## src/rtl/sbqm_pkg.sv

```systemverilog
// -----------------------------------------------------------------------------
// sbqm_pkg
// Shared definitions for the single-bank queue slice: dispatcher FSM state
// encoding, queue/teller count widths and the queue occupancy limits.
// No ports (package).
// -----------------------------------------------------------------------------
package sbqm_pkg;

    typedef enum logic [1:0] {
        IDLE     = 2'd0,
        CALL     = 2'd1,
        WAIT_ACK = 2'd2
    } dispState_t;

    localparam int PCOUNT_W = 3;
    localparam int TCOUNT_W = 2;

    localparam logic [PCOUNT_W-1:0] EMPTY = 3'd0;
    localparam logic [PCOUNT_W-1:0] FULL  = 3'd7;

endpackage

```

## src/rtl/teller_dispatch_if.sv

```systemverilog
// -----------------------------------------------------------------------------
// teller_dispatch_if
// Signals between the queue counter side and the teller dispatcher.
//   pCount      queue occupancy seen by the dispatcher
//   emptyFlag   queue-empty flag from the queue counter
//   tCount      number of open tellers (0 = bank closed)
//   frontSensor one-cycle call pulse back to the queue counter
//   tellerBusy  per-teller busy flags
//   servedCount acknowledged dispatches (wrapping)
//   dispatchErr sticky unacknowledged-call flag
// Modports: master = dispatcher, slave = queue counter / observer.
// -----------------------------------------------------------------------------
interface teller_dispatch_if
    import sbqm_pkg::*;
#(
    parameter int MAX_TELLERS = 3,
    parameter int SERVED_W    = 8
);
    logic [PCOUNT_W-1:0]    pCount;
    logic                   emptyFlag;
    logic [TCOUNT_W-1:0]    tCount;
    logic                   frontSensor;
    logic [MAX_TELLERS-1:0] tellerBusy;
    logic [SERVED_W-1:0]    servedCount;
    logic                   dispatchErr;

    modport master (
        input  pCount, emptyFlag, tCount,
        output frontSensor, tellerBusy, servedCount, dispatchErr
    );

    modport slave (
        output pCount, emptyFlag, tCount,
        input  frontSensor, tellerBusy, servedCount, dispatchErr
    );
endinterface

```

## src/rtl/teller_timer.sv

```systemverilog
// -----------------------------------------------------------------------------
// teller_timer
// Service-time down-counter for one teller. A load sets the count to
// SERVICE_CYCLES; afterwards it counts down by one per cycle until zero.
// Ports:
//   clk    system clock
//   reset  synchronous active-high reset, clears the count
//   load   start a new service period
//   busy   high while the count is nonzero
// -----------------------------------------------------------------------------
module teller_timer #(
    parameter int SERVICE_CYCLES = 12
) (
    input  logic clk,
    input  logic reset,
    input  logic load,
    output logic busy
);
    logic [7:0] count;

    always_ff @(posedge clk) begin
        if (reset) begin
            count <= 8'd0;
        end else if (load) begin
            count <= 8'(SERVICE_CYCLES);
        end else if (count != 8'd0) begin
            count <= count - 8'd1;
        end
    end

    assign busy = (count != 8'd0);
endmodule

```

## src/rtl/teller_dispatch.sv

```systemverilog
// -----------------------------------------------------------------------------
// teller_dispatch
// Consumer end of the single-bank queue. Calls the front customer to a free
// open teller by pulsing frontSensor, then waits for the queue occupancy to
// drop as acknowledgement. Counts acknowledged dispatches and flags a sticky
// error when a call is never acknowledged.
// Ports:
//   clk    system clock
//   reset  synchronous active-high reset
//   bus    teller_dispatch_if.master (pCount, emptyFlag, tCount in;
//          frontSensor, tellerBusy, servedCount, dispatchErr out)
// Optional build macro:
//   DISPATCH_ROUND_ROBIN_EN  round-robin teller selection starting at rrPtr;
//                            when undefined, lowest eligible index wins.
// -----------------------------------------------------------------------------
module teller_dispatch
    import sbqm_pkg::*;
#(
    parameter int MAX_TELLERS    = 3,
    parameter int SERVICE_CYCLES = 12,
    parameter int ACK_TIMEOUT    = 8,
    parameter int SERVED_W       = 8
) (
    input  logic               clk,
    input  logic               reset,
    teller_dispatch_if.master  bus
);
    localparam int IDX_W = (MAX_TELLERS > 1) ? $clog2(MAX_TELLERS) : 1;

    dispState_t             state;
    dispState_t             nextState;
    logic [MAX_TELLERS-1:0] busyVec;
    logic [MAX_TELLERS-1:0] eligible;
    logic [MAX_TELLERS-1:0] loadVec;
    logic [IDX_W-1:0]       pick;
    logic                   found;
    logic                   goCall;
    logic                   ackSeen;
    logic                   timedOut;
    logic                   callPulse;
    logic                   latchP;
    logic                   dispatchGo;
    logic [PCOUNT_W-1:0]    pLatch;
    logic [7:0]             ackCnt;
    logic [7:0]             ackNext;
    logic [SERVED_W-1:0]    servedCount;
    logic                   dispatchErr;

    // Teller service timers
    for (genvar i = 0; i < MAX_TELLERS; i++) begin : g_timer
        teller_timer #(.SERVICE_CYCLES(SERVICE_CYCLES)) u_timer (
            .clk   (clk),
            .reset (reset),
            .load  (loadVec[i]),
            .busy  (busyVec[i])
        );
    end

    // A teller beyond tCount may still be busy finishing; it is simply
    // never chosen again until tCount includes it.
    always_comb begin
        eligible = '0;
        for (int i = 0; i < MAX_TELLERS; i++) begin
            eligible[i] = (i < int'(bus.tCount)) && !busyVec[i];
        end
    end

`ifdef DISPATCH_ROUND_ROBIN_EN
    logic [IDX_W-1:0] rrPtr;

    always_comb begin
        int idx;
        idx   = 0;
        found = 1'b0;
        pick  = '0;
        for (int k = 0; k < MAX_TELLERS; k++) begin
            idx = (int'(rrPtr) + k) % MAX_TELLERS;
            if (!found && eligible[idx]) begin
                found = 1'b1;
                pick  = IDX_W'(idx);
            end
        end
    end

    always_ff @(posedge clk) begin
        if (reset) begin
            rrPtr <= '0;
        end else if (dispatchGo) begin
            rrPtr <= IDX_W'((int'(pick) + 1) % MAX_TELLERS);
        end
    end
`else
    always_comb begin
        found = 1'b0;
        pick  = '0;
        for (int i = MAX_TELLERS - 1; i >= 0; i--) begin
            if (eligible[i]) begin
                found = 1'b1;
                pick  = IDX_W'(i);
            end
        end
    end
`endif

    assign goCall   = (bus.pCount != EMPTY) && !bus.emptyFlag && found;
    assign ackNext  = ackCnt + 8'd1;
    assign ackSeen  = (state == WAIT_ACK) && (bus.pCount < pLatch);
    assign timedOut = (state == WAIT_ACK) && !ackSeen && (ackNext == 8'(ACK_TIMEOUT));

    // FSM state register
    always_ff @(posedge clk) begin
        if (reset) begin
            state <= IDLE;
        end else begin
            state <= nextState;
        end
    end

    // FSM next state
    always_comb begin
        nextState = state;
        unique case (state)
            IDLE:     if (goCall) nextState = CALL;
            CALL:     nextState = WAIT_ACK;
            WAIT_ACK: if (ackSeen || timedOut) nextState = IDLE;
            default:  nextState = IDLE;
        endcase
    end

    // FSM outputs. The timer is loaded on the edge that enters CALL so the
    // teller already reads busy during the CALL cycle itself.
    always_comb begin
        callPulse  = 1'b0;
        latchP     = 1'b0;
        dispatchGo = 1'b0;
        unique case (state)
            IDLE:     dispatchGo = goCall;
            CALL: begin
                callPulse = 1'b1;
                latchP    = 1'b1;
            end
            WAIT_ACK: ;
            default:  ;
        endcase
    end

    always_comb begin
        loadVec = '0;
        if (dispatchGo) loadVec[pick] = 1'b1;
    end

    // Acknowledge tracking and statistics
    always_ff @(posedge clk) begin
        if (reset) begin
            pLatch      <= '0;
            ackCnt      <= 8'd0;
            servedCount <= '0;
            dispatchErr <= 1'b0;
        end else begin
            if (latchP) begin
                pLatch <= bus.pCount;
                ackCnt <= 8'd0;
            end else if ((state == WAIT_ACK) && !ackSeen) begin
                ackCnt <= ackNext;
            end
            if (ackSeen)  servedCount <= servedCount + 1'b1;
            if (timedOut) dispatchErr <= 1'b1;
        end
    end

    // Reset kills an in-flight pulse immediately so the queue never counts it.
    assign bus.frontSensor = callPulse && !reset;
    assign bus.tellerBusy  = busyVec;
    assign bus.servedCount = servedCount;
    assign bus.dispatchErr = dispatchErr;
endmodule

```

## src/flat_wrapper.sv

```systemverilog
// flat-port wrapper written by rule: the top's interface ports become plain ports
module teller_dispatch_flat import sbqm_pkg::*;
#(
    parameter int MAX_TELLERS    = 3,
    parameter int SERVICE_CYCLES = 12,
    parameter int ACK_TIMEOUT    = 8,
    parameter int SERVED_W       = 8
)
  (clk, reset, bus_pCount, bus_emptyFlag, bus_tCount, bus_frontSensor, bus_tellerBusy, bus_servedCount, bus_dispatchErr);
  teller_dispatch_if #(.MAX_TELLERS(MAX_TELLERS), .SERVED_W(SERVED_W)) bus_i ();
  input  logic clk;
  input  logic reset;
  input wire logic [$bits(bus_i.pCount)-1:0] bus_pCount;
  input wire logic [$bits(bus_i.emptyFlag)-1:0] bus_emptyFlag;
  input wire logic [$bits(bus_i.tCount)-1:0] bus_tCount;
  output wire logic [$bits(bus_i.frontSensor)-1:0] bus_frontSensor;
  output wire logic [$bits(bus_i.tellerBusy)-1:0] bus_tellerBusy;
  output wire logic [$bits(bus_i.servedCount)-1:0] bus_servedCount;
  output wire logic [$bits(bus_i.dispatchErr)-1:0] bus_dispatchErr;
  assign bus_i.pCount = bus_pCount;
  assign bus_i.emptyFlag = bus_emptyFlag;
  assign bus_i.tCount = bus_tCount;
  assign bus_frontSensor = bus_i.frontSensor;
  assign bus_tellerBusy = bus_i.tellerBusy;
  assign bus_servedCount = bus_i.servedCount;
  assign bus_dispatchErr = bus_i.dispatchErr;
  teller_dispatch #(.MAX_TELLERS(MAX_TELLERS), .SERVICE_CYCLES(SERVICE_CYCLES), .ACK_TIMEOUT(ACK_TIMEOUT), .SERVED_W(SERVED_W)) u_core (.clk(clk), .reset(reset), .bus(bus_i));
endmodule
```

## config.mk

```make
export PLATFORM = sky130hd
export DESIGN_NAME = teller_dispatch_flat
export DESIGN_NICKNAME = d
export VERILOG_FILES = /design/src/rtl/sbqm_pkg.sv /design/src/rtl/teller_dispatch_if.sv /design/src/rtl/teller_timer.sv /design/src/rtl/teller_dispatch.sv /design/src/flat_wrapper.sv
export SDC_FILE = /design/constraint.sdc
export NUM_CORES = 1
export LEC_CHECK = 0
export CAP_MARGIN = 15
export CORE_MARGIN = 8
export CORE_UTILIZATION = 50
export CTS_CLUSTER_DIAMETER = 120
export DETAILED_ROUTE_END_ITERATION = 8
export GPL_ROUTABILITY_DRIVEN = 0
export PLACE_DENSITY = 0.71
export SYNTH_ARGS = -nofsm -noshare
export SYNTH_HDL_FRONTEND = slang
export SYNTH_SLANG_ARGS = --single-unit
```

## constraint.sdc

```tcl
create_clock -name clk -period 2.1 [get_ports clk]
set_input_delay 0.42 -clock clk [delete_from_list [all_inputs] [get_ports clk]]
set_output_delay 0.42 -clock clk [all_outputs]
set_load 0.01 [all_outputs]
```

==> results of run 1 <==
## metrics by stage
step | instances | setup slack [ns] | instance area, sq um | utilization
3_5_place_dp | 367 | -0.291 | 2760 | 0.592
6_report | 376 | 0.0645 | 2940 | 0.630
4_1_cts | 374 | -0.0878 | 2880 | 0.617
2_1_floorplan | 284 | 0.243 | 2400 | -
3_3_place_gp | 367 | -0.259 | 2760 | 0.592
5_1_grt | 376 | -0.0385 | 2940 | 0.630
## routing by layer
layer,up-vias,part of all wire,track usage
li1,1100,-,-
met1,985,0.48,0.178
met2,20,0.49,0.263
met3,2,0.029,0.0376
met4,0,0.0046,0.0324
met5,-,0,0
## layout by cell type (no fill, tap or decap), types with 2 or more instances in the layout
master           Yosys  routed
xor2_1               6       6
o211ai_1             4       4
xnor2_1              3       3
inv_1               16      13
or4_1                7       7
clkbuf_8             0       6
nand2b_1             4       4
inv_2                1       4
o21ai_0             12      12
dfxtp_1             46      44
a21oi_2              1       2
mux2i_1              5       5
clkdlybuf4s50_1      0      17
nor3b_1              5       3
a21oi_1             25      24
nor3b_2              0       2
nand2_1             18      18
a22o_1               2       2
a211oi_1             2       2
nand3b_1             3       3
ha_1                10       9
nor3_1              15      15
nand3_1             15      15
or3_1               10      10
buf_4                4      25
a221oi_1             2       2
o31ai_1              6       5
nand4_1              3       3
and2_1               4       3
nor2_1              20      20
dfxtp_2              0       2
a31oi_1              2       2
## power by group
part,internal (uW),switching (uW),leakage (uW)
Clock,381,286,0.0000573
Combinational,942,981,0.000682
Sequential,1100,206,0.000376
Total,2420,1470,0.00112
## final cells by class
class	instances	area, sq um	share of cell area
inverter	18	72.6	0.0247
sequential	46	923	0.314
timing repair buffer	45	384	0.131
tap	54	67.6	0.0230
clock inverter	1	30.0	0.0102
multi-input combinational	206	1380	0.469
clock buffer	6	82.6	0.0281
## worst reg2reg max path: cells and delay by family, from the launching register on
family / cells / cell delay, ns
fa+ha+maj: 1 / 0.31
compound gates: 4 / 0.64
buf+inv: 3 / 0.39
flops: 1 / 0.31
## logic make-up after synthesis
group | Yosys count | share of synthesized area
fa+ha+maj | 10 | 0.0522
compound gates | 64 | 0.168
buf+inv | 32 | 0.0627
flops | 46 | 0.384
xor+xnor | 9 | 0.0329
simple gates | 118 | 0.279
mux | 5 | 0.0209
## state kept, by name (all words and copies together), names as in the netlist
signal / flops
u_core.ackCnt: 8
u_core.bus.dispatchErr: 1
u_core.bus.servedCount: 8
u_core.g_timer.u_timer.count: 24
u_core.pLatch: 3
u_core.state: 2
## timing repair
item,in CTS,in global routing
hold endpoints to repair,0,0
resized for setup,5,22
pin swaps,0,5
gates cloned,0,0
setup endpoints to repair,4,12
buffers inserted,0,2
## path summary, 6_finish.rpt
check / to / cells past startpoint
max: bus_tellerBusy[2] / 6
min: u_core.pLatch[0]$_SDFFE_PP0P_ / 1
max reg2reg: u_core.bus.servedCount[6]$_SDFFE_PP0P_ / 8
min reg2reg: u_core.pLatch[0]$_SDFFE_PP0P_ / 1
==> impl_results.md, run 1 <==
- Outcome: complete, no violations
- CTS Buf Count: 5
- Tmin final: 2.04 ns
- Clock latency on the worst-skew pair: 0.29 ns
- Slowest stage cell, crit path: or4b_4
- DPL Wire Length: 3740 um
- Launch point of the worst reg-to-reg path: u_core.pLatch[2]$_SDFFE_PP0P_
- Cell accounting for the most synthesized area: dfxtp_1
- Area grow syn2layout: 22.6%
- VDD IR max: 0.745 mV
- Total GRT Usage: 0.150
- Die area: 0.00726 sq mm
- FF-to-FF setup slack: 0.34 ns
- Overall die width: 85.2 um
- Initial antenna violation count: 0
- Yosys cell types: 53
- Post-synthesis register bit count: 46
- Worst Setup Start Kind: register
- Slew Viols, Final: 0
- Number of port buffers: 20
- GR Overflow Total: 0
- Crit Path Max Fanout: 2
- Drt total wl: 5260 um
- Crit path from: u_core.g_timer[2].u_timer.count[1]$_SDFFE_PP0P_
- Minimum hold slack: 0.475 ns
- Clk pin slew, worst setup/hold paths: 0.09 ns
- Synth top area share: 0.384
- Detailed-route DRC error count: 0
- Worst path bufs/invs: 3
- Largest net degree at the start of global routing: 38
- H-tree levels: 2
- Cells after Synth: 284
- Row Count: 25
- Top Ports: 21
- Register area share after synthesis: 0.384
- Synth top cells by count: dfxtp_1 (46), a21oi_1 (25), nor2_1 (20)
- Clk Tree Root Cell: clkbuf_8
- Synth warn: 0
- Longest Clk Path Bufs: 2
- Core Region: 0.00466 sq mm
- Hold_sp: u_core.pLatch[0]$_SDFFE_PP0P_
- Post-synth net total: 302
- Final period util: 0.969
- Vias in the first global route: 2066
- Cell Area, Synth: 0.00240 sq mm
- Initial drt markers: 124
- Ys flop type: dfxtp_1
- Max Cap Viol: 0
- CTS tree: built
- Antenna Nets Post-Route: 0
- Worst Path Arrival: 1.62 ns
- Routed len/inst: 14.0 um
- Fmax: 0.491 GHz
- FFs w/ async S/R, synth: 0
- WS Path Type: register to output port
- Die span in y: 85.2 um
- Max incr delay on CP: 0.48 ns
- First-pass GRT wire length: 9040 um
- CP required: 1.68 ns
- PwrDens: 1330 mW/mm^2
- Fin. Hold Viols: 0
- Min-delay worst type: register to register
- Share of post-route cells with drive strength above 1: 0.180
- Leakage power: 0.00112 uW
- # setup viols final: 0
- Ant. Diodes: 0
- Syn_area_per_cell: 8.44 sq um
- Final Power: 3900 uW
- Crit-path cells: inv_2 > ha_4 > or4b_4 > nor2_4 > inv_2 > buf_6
- Crit path max-delay family: simple AND/OR/NAND/NOR gates
- Worst-margin pin slew: 0.463 ns
- Synth top area cells: dfxtp_1 (38%), a21oi_1 (5.2%), ha_1 (5.2%)
- Initial Utilization: 0.514
- CP most frequent cell: inv_2
- Most common cell in the netlist: dfxtp_1
- First-pass detailed-route iteration total: 4
- Clk_skew: 0.0139 ns
- EDFF count, synth: 0
- Worst setup EP type: output port
- Fillers: 410
- Worst slew margin: 0.691
- Final nets: 340
- DR vias: 2107
- Clock Sinks: 46
- Fin Setup TNS: 0 ns
- Vias per cell: 5.60
- Hold-fix buffers at CTS: 0
(Power assumes the default switching activity.)
==> inputs of run 2 (changes only) <==
--- a/config.mk
+++ b/config.mk
@@ -12,6 +12,7 @@
 export DETAILED_ROUTE_END_ITERATION = 8
 export GPL_ROUTABILITY_DRIVEN = 0
 export PLACE_DENSITY = 0.71
+export SKIP_LAST_GASP = 1
 export SYNTH_ARGS = -nofsm -noshare
 export SYNTH_HDL_FRONTEND = slang
 export SYNTH_SLANG_ARGS = --single-unit
==> run 2 against run 1 <==
Effect of this change:
- flip-flop and latch count stayed put
- register-to-register slack barely moved
- highest routed layer unchanged
- critical path type unchanged
- cell count decreased by 0.27%
==> impl_results.md, run 2 (synthesis results as in run 1) <==
- Outcome: complete, no violations
- Overall die width: 85.2 um
- Worst hold path cell count: 1
- Met2 usage: 0.260
- Largest register FFs: 24
- Initial Utilization: 0.514
- Area grow syn2layout: 21.5%
- Detailed-route DRC error count: 0
- Worst slew margin: 0.693
- WS Path Type: register to output port
- First-pass detailed-route iteration total: 4
- Top Ports: 21
- Biggest regs: u_core.g_timer.u_timer.count: 24 flops, u_core.ackCnt: 8 flops, u_core.bus.servedCount: 8 flops
- PwrDens: 1310 mW/mm^2
- Antenna Nets Post-Route: 0
- DPL Wire Length: 3740 um
- Storage element area: 921 sq um
- Reg2reg path depth: 8
- Fin cells: 375
- Leakage power: 0.00111 uW
- Combinational share of power: 0.485
- H-tree levels: 2
- Vias per cell: 5.58
- Clk Tree Root Cell: clkbuf_8
- Tmin final: 2.04 ns
- Longest Clk Path Bufs: 2
- CTS Buf Count: 5
- Clock Power Share: 0.175
- Vias in the first global route: 2062
- Row Count: 25
- GR Layer Usage met1: 0.179
- DP Cell Count: 367
- Clock latency on the worst-skew pair: 0.29 ns
- Die span in y: 85.2 um
- Number of port buffers: 20
- P_sw: 1450 uW
- Core Util, Final: 0.625
- Fillers: 411
- Initial drt markers: 162
- RSZ-0062 raised after global routing: true
- CP required: 1.68 ns
- Worst setup EP type: output port
- Largest net degree at the start of global routing: 38
- Slew Viols, Final: 0
- GRT busiest layer: met2
- Net Sw Frac: 0.379
- Final period util: 0.971
- Fin. Hold Viols: 0
- Sequential share of power: 0.341
- Initial antenna violation count: 0
- Worst-margin pin slew: 0.457 ns
- Core Region: 0.00466 sq mm
- Ant. Diodes: 0
- Die area: 0.00726 sq mm
- GR Util met3: 0.0376
- Area of the multi-input gates: 0.00137 sq mm
- First-pass GRT wire length: 9000 um
- Share of post-route cells with drive strength above 1: 0.165
- DR vias: 2093
- Worst Setup Start Kind: register
- Clk_skew: 0.0134 ns
- Total GRT Usage: 0.150
- Drt total wl: 5210 um
- Fmax: 0.491 GHz
- CTS tree: built
- Most common cell after layout, fill and taps aside: dfxtp_1
- Pint: 2370 uW
- Max Cap Viol: 0
- Most frequent cells in the layout: dfxtp_1 (46), a21oi_1 (24), buf_4 (24)
- Crit Path Max Fanout: 2
- Clock Sinks: 46
- Clk pin slew, worst setup/hold paths: 0.09 ns
- VDD IR max: 0.747 mV
- GR Overflow Total: 0
- Reg with most FFs: u_core.g_timer.u_timer.count
- Final nets: 339
- Routed len/inst: 13.9 um
- Worst Path Arrival: 1.62 ns
- Min-delay worst type: register to register
- # setup viols final: 0
[run 2: changes by cell type in the layout (fill, tap and decap cells not counted)]
| cell | delta |
|---|---|
| dfxtp_2 | -2 |
| inv_2 | -2 |
| buf_6 | -1 |
| ha_2 | +1 |
| ha_4 | -1 |
| buf_4 | -1 |
| dfxtp_1 | +2 |
| inv_1 | +2 |
| clkbuf_2 | +1 |
[run 2: cell type report]
cell class	count	share of cell area
flip-flops and latches	46	0.316
clock inverters	1	0.0103
repair buffers	44	0.127
inverters	18	0.0249
clock buffers	6	0.0284
well taps	54	0.0232
multi-input cells	206	0.470
[run 2: path summary, 6_finish.rpt]
check,startpoint,to,slack (ns)
max,u_core.g_timer[2].u_timer.count[1]$_SDFFE_PP0P_,bus_tellerBusy[2],0.06
min reg2reg,u_core.pLatch[0]$_SDFFE_PP0P_,u_core.pLatch[0]$_SDFFE_PP0P_,0.47
max reg2reg,u_core.pLatch[2]$_SDFFE_PP0P_,u_core.bus.servedCount[6]$_SDFFE_PP0P_,0.34
min,u_core.pLatch[0]$_SDFFE_PP0P_,u_core.pLatch[0]$_SDFFE_PP0P_,0.47
[run 2: metal layers]
layer | vias up | routed length, um | part of all wire
li1 | 1096 | - | -
met1 | 969 | 2470 | 0.47
met2 | 26 | 2520 | 0.48
met3 | 2 | 191 | 0.037
met4 | 0 | 24 | 0.0046
met5 | - | 0 | 0
[run 2: worst max-delay path, cell delays in order (launching register included)]
cell      delay [ns]
dfxtp_1         0.32
inv_1           0.07
ha_2            0.18
or4b_4          0.49
nor2_4          0.11
inv_1           0.04
clkbuf_2        0.12
[run 2: repair_timing]
item                       4_1_cts  5_1_grt
resized for setup                4       16
setup endpoints to repair        4       12
buffers inserted                 0        1
pin swaps                        0        3
hold buffers                     0        0
[run 2: power groups by stage]
stage / Combinational (uW) / Clock [uW] / Sequential, uW
2_1_floorplan: 1370 / 0 / 1280
3_3_place_gp: 1800 / 0 / 1300
3_5_place_dp: 1830 / 0 / 1310
4_1_cts: 1810 / 679 / 1290
5_1_grt: 2110 / 721 / 1330
6_report: 1850 / 668 / 1300
[run 2: through the flow]
stage / setup slack (ns) / setup TNS [ns] / instance area, sq um / hold slack (ns) / total power, uW
after CTS: -0.0941 / -0.0941 / 2870 / 0.475 / 3780
after floorplan: 0.243 / 0 / 2400 / 0.435 / 2650
final: 0.0618 / 0 / 2910 / 0.474 / 3820
after global placement: -0.259 / -2.32 / 2760 / 0.453 / 3100
after global routing: -0.0385 / -0.105 / 2910 / 0.505 / 4160
after detailed placement: -0.291 / -2.76 / 2760 / 0.452 / 3140
